`config.mk`:
```
export PLATFORM = sky130hd
export DESIGN_NAME = writeback_stage
export DESIGN_NICKNAME = d
export VERILOG_FILES = /design/src/rtl/writeback_stage_pkg.sv /design/src/rtl/writeback_stage_reg_scoreboard.sv /design/src/rtl/writeback_stage.sv
export SDC_FILE = /design/constraint.sdc
export NUM_CORES = 1
export LEC_CHECK = 0
export CAP_MARGIN = 20
export CORE_MARGIN = 4
export CORE_UTILIZATION = 30
export DETAILED_ROUTE_END_ITERATION = 10
export HOLD_SLACK_MARGIN = 0.03
export PLACE_DENSITY = 0.55
export SYNTH_ARGS = -nofsm -noshare
export SYNTH_HDL_FRONTEND = slang
export SYNTH_SLANG_ARGS = --single-unit
export TNS_END_PERCENT = 30
```
`constraint.sdc`:
```
create_clock -name clock -period 3.2 [get_ports clock]
set_clock_uncertainty 0.2 [all_clocks]
set_input_delay 0.64 -clock clock [delete_from_list [all_inputs] [get_ports clock]]
set_output_delay 0.64 -clock clock [all_outputs]
set_load 0.05 [all_outputs]
```
`src/rtl/writeback_stage_pkg.sv`:
```
// Shared constants for the writeback stage: load funct3 encodings and
// register-file geometry.
package writeback_stage_pkg;

   localparam int REG_COUNT = 32;
   localparam int REG_AW    = 5;

   localparam logic [2:0] F3_LB  = 3'b000;
   localparam logic [2:0] F3_LH  = 3'b001;
   localparam logic [2:0] F3_LW  = 3'b010;
   localparam logic [2:0] F3_LBU = 3'b100;
   localparam logic [2:0] F3_LHU = 3'b101;

endpackage

```
`src/rtl/writeback_stage_reg_scoreboard.sv`:
```
// Per-register pending-write counters: issue increments, commit and squash
// decrement, saturating at both ends, with a sticky overflow flag.
module reg_scoreboard
   import writeback_stage_pkg::*;
#(
   parameter int REG_COUNT = writeback_stage_pkg::REG_COUNT,
   parameter int CNT_W     = 2
) (
   input  logic              clock,
   input  logic              reset_n,
   input  logic              iss_valid,
   input  logic [REG_AW-1:0] iss_rd,
   input  logic              cmt_valid,
   input  logic [REG_AW-1:0] cmt_rd,
   input  logic              sq_valid,
   input  logic [REG_AW-1:0] sq_rd,
   input  logic [REG_AW-1:0] q_rs1,
   input  logic [REG_AW-1:0] q_rs2,
   output logic              rs1_busy,
   output logic              rs2_busy,
   output logic              overflow
);

   localparam logic [CNT_W-1:0] CNT_MAX = {CNT_W{1'b1}};
   localparam logic [CNT_W-1:0] CNT_ONE = CNT_W'(1);

   logic [CNT_W-1:0] cnt_q [REG_COUNT];
   logic [CNT_W-1:0] cnt_d [REG_COUNT];
   logic             ovf_q;
   logic             ovf_set;
   logic             inc, dec_c, dec_s, net_up, net_dn1, net_dn2;

   // Events to the same register sum to a net change of -2..+1.
   always_comb begin
      cnt_d   = cnt_q;
      ovf_set = 1'b0;
      inc     = 1'b0;
      dec_c   = 1'b0;
      dec_s   = 1'b0;
      net_up  = 1'b0;
      net_dn1 = 1'b0;
      net_dn2 = 1'b0;
      cnt_d[0] = '0;
      for (int r = 1; r < REG_COUNT; r++) begin
         inc     = iss_valid && (iss_rd == REG_AW'(r));
         dec_c   = cmt_valid && (cmt_rd == REG_AW'(r));
         dec_s   = sq_valid  && (sq_rd  == REG_AW'(r));
         net_up  = inc && !dec_c && !dec_s;
         net_dn1 = (!inc && (dec_c ^ dec_s)) || (inc && dec_c && dec_s);
         net_dn2 = !inc && dec_c && dec_s;
         if (net_up) begin
            if (cnt_q[r] == CNT_MAX) ovf_set = 1'b1;
            else                     cnt_d[r] = cnt_q[r] + CNT_ONE;
         end else if (net_dn1) begin
            cnt_d[r] = (cnt_q[r] == '0) ? '0 : cnt_q[r] - CNT_ONE;
         end else if (net_dn2) begin
            cnt_d[r] = (cnt_q[r] > CNT_ONE) ? cnt_q[r] - CNT_ONE - CNT_ONE : '0;
         end
      end
   end

   always_ff @(posedge clock or negedge reset_n) begin
      if (!reset_n) begin
         for (int r = 0; r < REG_COUNT; r++) cnt_q[r] <= '0;
         ovf_q <= 1'b0;
      end else begin
         cnt_q <= cnt_d;
         ovf_q <= ovf_q | ovf_set;
      end
   end

   assign rs1_busy = (q_rs1 != '0) && (cnt_q[q_rs1] != '0);
   assign rs2_busy = (q_rs2 != '0) && (cnt_q[q_rs2] != '0);
   assign overflow = ovf_q;

endmodule

```
`src/rtl/writeback_stage.sv`:
```
// Final pipeline stage: captures MEM results, extracts load data and drives
// the register file write port one cycle later; hosts the hazard scoreboard.
module writeback_stage
   import writeback_stage_pkg::*;
#(
   parameter int REG_COUNT = writeback_stage_pkg::REG_COUNT,
   parameter int CNT_W     = 2
) (
   input  logic              clock,
   input  logic              reset_n,
   input  logic              mem_valid,
   output logic              mem_ready,
   input  logic              wb_hold,
   input  logic              mem_reg_write,
   input  logic [REG_AW-1:0] mem_rd,
   input  logic              mem_is_load,
   input  logic [2:0]        mem_funct3,
   input  logic [1:0]        mem_addr_lo,
   input  logic [31:0]       mem_result,
   input  logic [31:0]       mem_load_word,
   input  logic              iss_valid,
   input  logic [REG_AW-1:0] iss_rd,
   input  logic              sq_valid,
   input  logic [REG_AW-1:0] sq_rd,
   input  logic [REG_AW-1:0] q_rs1,
   input  logic [REG_AW-1:0] q_rs2,
   output logic              rs1_busy,
   output logic              rs2_busy,
   output logic [REG_AW-1:0] addr_rd,
   output logic [31:0]       data_rd,
   output logic              write_enable,
   output logic              misalign_err,
   output logic              sb_overflow
);

   function automatic logic [31:0] load_extract(input logic [2:0]  f3,
                                                input logic [1:0]  lo,
                                                input logic [31:0] w);
      logic [7:0]  b;
      logic [15:0] h;
      case (lo)
         2'd0:    b = w[7:0];
         2'd1:    b = w[15:8];
         2'd2:    b = w[23:16];
         default: b = w[31:24];
      endcase
      h = lo[1] ? w[31:16] : w[15:0];
      case (f3)
         F3_LB:   return {{24{b[7]}}, b};
         F3_LH:   return {{16{h[15]}}, h};
         F3_LBU:  return {24'd0, b};
         F3_LHU:  return {16'd0, h};
         default: return w;
      endcase
   endfunction

   function automatic logic is_misaligned(input logic [2:0] f3, input logic [1:0] lo);
      return ((f3 == F3_LH || f3 == F3_LHU) && lo[0]) || (f3 == F3_LW && lo != 2'd0);
   endfunction

   logic              wb_vld_q, wb_vld_d;
   logic [REG_AW-1:0] wb_addr_q, wb_addr_d;
   logic [31:0]       wb_data_q, wb_data_d;
   logic              wb_mis_q, wb_mis_d;
   logic              accept;

   assign mem_ready = !wb_hold;
   assign accept    = mem_valid && mem_ready;

   // While held, the WB register keeps its contents so the result commits once on release.
   always_comb begin
      wb_vld_d  = wb_vld_q;
      wb_addr_d = wb_addr_q;
      wb_data_d = wb_data_q;
      wb_mis_d  = wb_mis_q;
      if (!wb_hold) begin
         wb_vld_d = accept && mem_reg_write && (mem_rd != '0);
         if (accept) begin
            wb_addr_d = mem_rd;
            wb_data_d = mem_is_load ? load_extract(mem_funct3, mem_addr_lo, mem_load_word)
                                    : mem_result;
            wb_mis_d  = mem_is_load && is_misaligned(mem_funct3, mem_addr_lo);
         end
      end
   end

   always_ff @(posedge clock or negedge reset_n) begin
      if (!reset_n) begin
         wb_vld_q  <= 1'b0;
         wb_addr_q <= '0;
         wb_data_q <= '0;
         wb_mis_q  <= 1'b0;
      end else begin
         wb_vld_q  <= wb_vld_d;
         wb_addr_q <= wb_addr_d;
         wb_data_q <= wb_data_d;
         wb_mis_q  <= wb_mis_d;
      end
   end

   assign write_enable = wb_vld_q && !wb_hold;
   assign addr_rd      = wb_addr_q;
   assign data_rd      = wb_data_q;
   assign misalign_err = wb_mis_q && write_enable;

   reg_scoreboard #(
      .REG_COUNT (REG_COUNT),
      .CNT_W     (CNT_W)
   ) u_sb (
      .clock     (clock),
      .reset_n   (reset_n),
      .iss_valid (iss_valid),
      .iss_rd    (iss_rd),
      .cmt_valid (write_enable),
      .cmt_rd    (addr_rd),
      .sq_valid  (sq_valid),
      .sq_rd     (sq_rd),
      .q_rs1     (q_rs1),
      .q_rs2     (q_rs2),
      .rs1_busy  (rs1_busy),
      .rs2_busy  (rs2_busy),
      .overflow  (sb_overflow)
   );

endmodule

```
==> reports/results.tsv <==
metric	value	unit
final antenna-violating net count	0	
most common cell after layout, fill and taps aside	buf_4	
floorplan core area	37930	sq um
total of flip-flops plus latches after synthesis	102	
top library cells by usage in the layout, fill and taps aside	259 x buf_4, 231 x nand2_1, 159 x o21ai_0	
post-route core utilization	42.48	%
ratio of routed vias to standard cells	5.594	
die boundary height	204.9	um
half-perimeter wire length after placement	38070	um
sum of negative setup slack	0	ps
Detailed Route Iter0 Violations	965	
Slowest cell on crit path	mux4_2	
path type of the worst min-delay path	flip-flop to flip-flop	
Placed Instances	2441	
setup repair after global routing missed its margin	yes	
outcome	completed	
post-route fraction of the period consumed by the critical path	98.60	%
leading cell types by total area after synthesis	dfrtp_1 22%, ha_1 10%, nand2_1 7.5%	
CTS Buf Count	9	
Congestion Overflow GR	0	
net total in the final layout	2139	
peak clock frequency supported by timing	316.9	MHz
number of warnings issued by yosys	0	
library cell occupying the most area in the post-synthesis netlist	dfrtp_1	
CP cell instances	nor2_2 > a21oi_1 > mux4_2 > a21oi_1 > a21oi_1 > buf_4	
layout filler cell count	3899	
transition time at the pin with the least slew margin	733.1	ps
first-pass GRT wire length	73550	um
All-Layer GR Usage	22.25	%
Syn Area/Cell	7.314	sq um
Port Buffer Count	144	
worst reg-to-reg setup slack	100	ps
post-synth design cell area	11630	sq um
final period demand of the worst path	3155	ps
row cnt	71	
Die Footprint	41980	sq um
clock-pin slew on the worst setup and hold paths	80	ps
required time of the critical path	2360	ps
Starting Density	30.66	%
Routability Congestion	0.9773	
count of endpoints failing setup in the final report	0	
endpoint kind of the worst setup timing path	output pin	
final hold violation count	0	
sequential fraction of the synthesis area	21.95	%
final setup slack of the worst path	44.78	ps
Initial DRT Pass Iterations	6	
vias in the first global route	13496	
die boundary width	204.9	um
final standard cell count with taps included and fillers excluded	2459	
antenna diode instance count	0	
number of max-cap violations	0	
maximum number of buffers from clock root to sink	2	
critical path type	flip-flop to output pin	
Most common cell on crit path	a21oi_1	
number of flops mapped to enable cells by yosys	0	
Pwr Density	471.5	nW/um^2
count of vias placed by the detailed router	13755	
Clock Latency Late Sink	410	ps
finished layout cell area	16120	sq um
clk sink count	102	
number of antenna violations at the first check in global routing	0	
maximum number of pins on one net before global-route repair	63	
area of the multi-input gates	8558	sq um
largest vdd supply drop	0.0003434	V
boundary pin count	145	
clock tree from TritonCTS	done	
layout cells sized above 1	17.81	%
Reg area	2554	sq um
detailed-route DRC error count	0	
Max H-tree Level	3	
Setup crit start kind	flip-flop	
Max-slew headroom	51.13	%
Post-Syn Nets	1786	
post-CTS setup buffer count	0	
signal arrival time at the worst endpoint	2320	ps
Pleak	6.754	nW
Total Wirelength	47580	um
instance area after placement	15670	sq um
synth unique cells	81	
Layout area overhead	38.58	%
number of pins with negative max-slew slack in the final report	0	
Setup Slack @ Placement	-553.1	ps
worst stage delay on the critical path	520	ps
detailed-route wire length per cell	19.35	um
most used flip-flop cell after synthesis	dfrtp_1	
proportion of register bits with asynchronous set or reset after synthesis	100.0	%
top cell type's share of synthesized area	21.95	%
Mapped Cells	1590	
root buffer cell	clkbuf_16	
CP Max Fanout	8	
-- Yosys cell counts (all sizes together), types with 8 or more instances --
master  count
and2        9
a31oi      21
o221ai     12
o21ai     161
mux2i      16
a221oi     16
ha         94
o311ai     10
o211ai     42
a32oi      10
or3        17
nor2b      11
o311a       8
a22oi      13
clkbuf     59
o22ai      15
a21oi     105
nor2      130
buf        18
nand2     231
inv        76
nand4      14
dfrtp     102
or4         9
nand3b      8
nand3      59
a211oi     38
o31ai      17
nor3       72
xnor2      35
nand2b     25
xor2       14
-- worst max-delay path, delay by kind of cell, from the launching register on --
family | cells | cell delay, ps
AO/OA/AOI/OAI | 3 | 400
buffers and inverters | 1 | 190
AND/OR/NAND/NOR | 1 | 320
multiplexers | 1 | 520
flip-flops | 1 | 480
-- registers in the layout, indices dropped and copies added (netlist names) --
name           count
u_sb.cnt_q        62
data_rd           32
addr_rd            5
u_sb.overflow      1
wb_mis_q           1
wb_vld_q           1
-- through the flow --
step | total power, mW | hold WS (ps)
6_report | 7.599 | 280.6
3_3_place_gp | 6.093 | 260.6
2_1_floorplan | 4.714 | 144.4
5_1_grt | 8.196 | 307.6
3_5_place_dp | 6.182 | 265.8
4_1_cts | 7.587 | 287.5
-- cell type report --
| cell class | count | area share (%) |
|---|---|---|
| well taps | 511 | 3.967 |
| repair buffers | 419 | 23.28 |
| clock buffers | 9 | 1.398 |
| multi-input cells | 1335 | 53.11 |
| inverters | 76 | 1.770 |
| clock inverters | 7 | 0.6366 |
| flip-flops and latches | 102 | 15.85 |
-- where the power goes --
part           switching [mW]  total (mW)  internal [mW]  leakage [nW]
Clock                   0.630        1.33          0.698         0.162
Sequential              0.737        2.39           1.65          1.23
Combinational            2.18        3.88           1.70          5.37
Total                    3.55        7.60           4.05          6.75
-- cell families (layout without fill, tap and decap cells) --
group | Yosys count | in the layout | share of synthesized area [%]
xor gates and xnor gates | 49 | 49 | 3.691
muxes | 23 | 23 | 2.442
and+or+nand+nor | 650 | 650 | 27.93
adders and majority gates | 94 | 94 | 10.11
buffers and inverters | 153 | 511 | 5.218
AOI/OAI and AO/OA | 519 | 519 | 28.65
DFF | 102 | 102 | 21.95
-- path summary, 6_finish.rpt --
check,start,end,cells past startpoint
setup / recovery,u_sb.cnt_q[8]$_DFFE_PN0P_,rs2_busy,6
hold / removal,data_rd[14]$_DFFE_PN0P_,data_rd[14]$_DFFE_PN0P_,2
setup reg to reg,addr_rd[3]$_DFFE_PN0P_,u_sb.overflow$_DFF_PN0_,7
hold reg to reg,data_rd[14]$_DFFE_PN0P_,data_rd[14]$_DFFE_PN0P_,2
max in group asynchronous,reset_n,u_sb.cnt_q[49]$_DFFE_PN0P_,3
min in group asynchronous,reset_n,u_sb.cnt_q[15]$_DFFE_PN0P_,2
-- timing repair --
action / 4_1_cts / 5_1_grt
hold buffers: 1 / 0
gates resized for setup: 13 / 15
pin swaps: 6 / 2
endpoints found under the hold margin: 10 / 0
gates cloned: 0 / 1
endpoints found under the setup margin: 3 / 3
-- routing by layer --
layer,share of wire [%],GRT usage (%)
met1,43,28.90
met2,44,35.54
met3,8.6,5.857
met4,3.9,8.373
met5,0,0
Note: power is estimated with default switching activity, not from simulation.
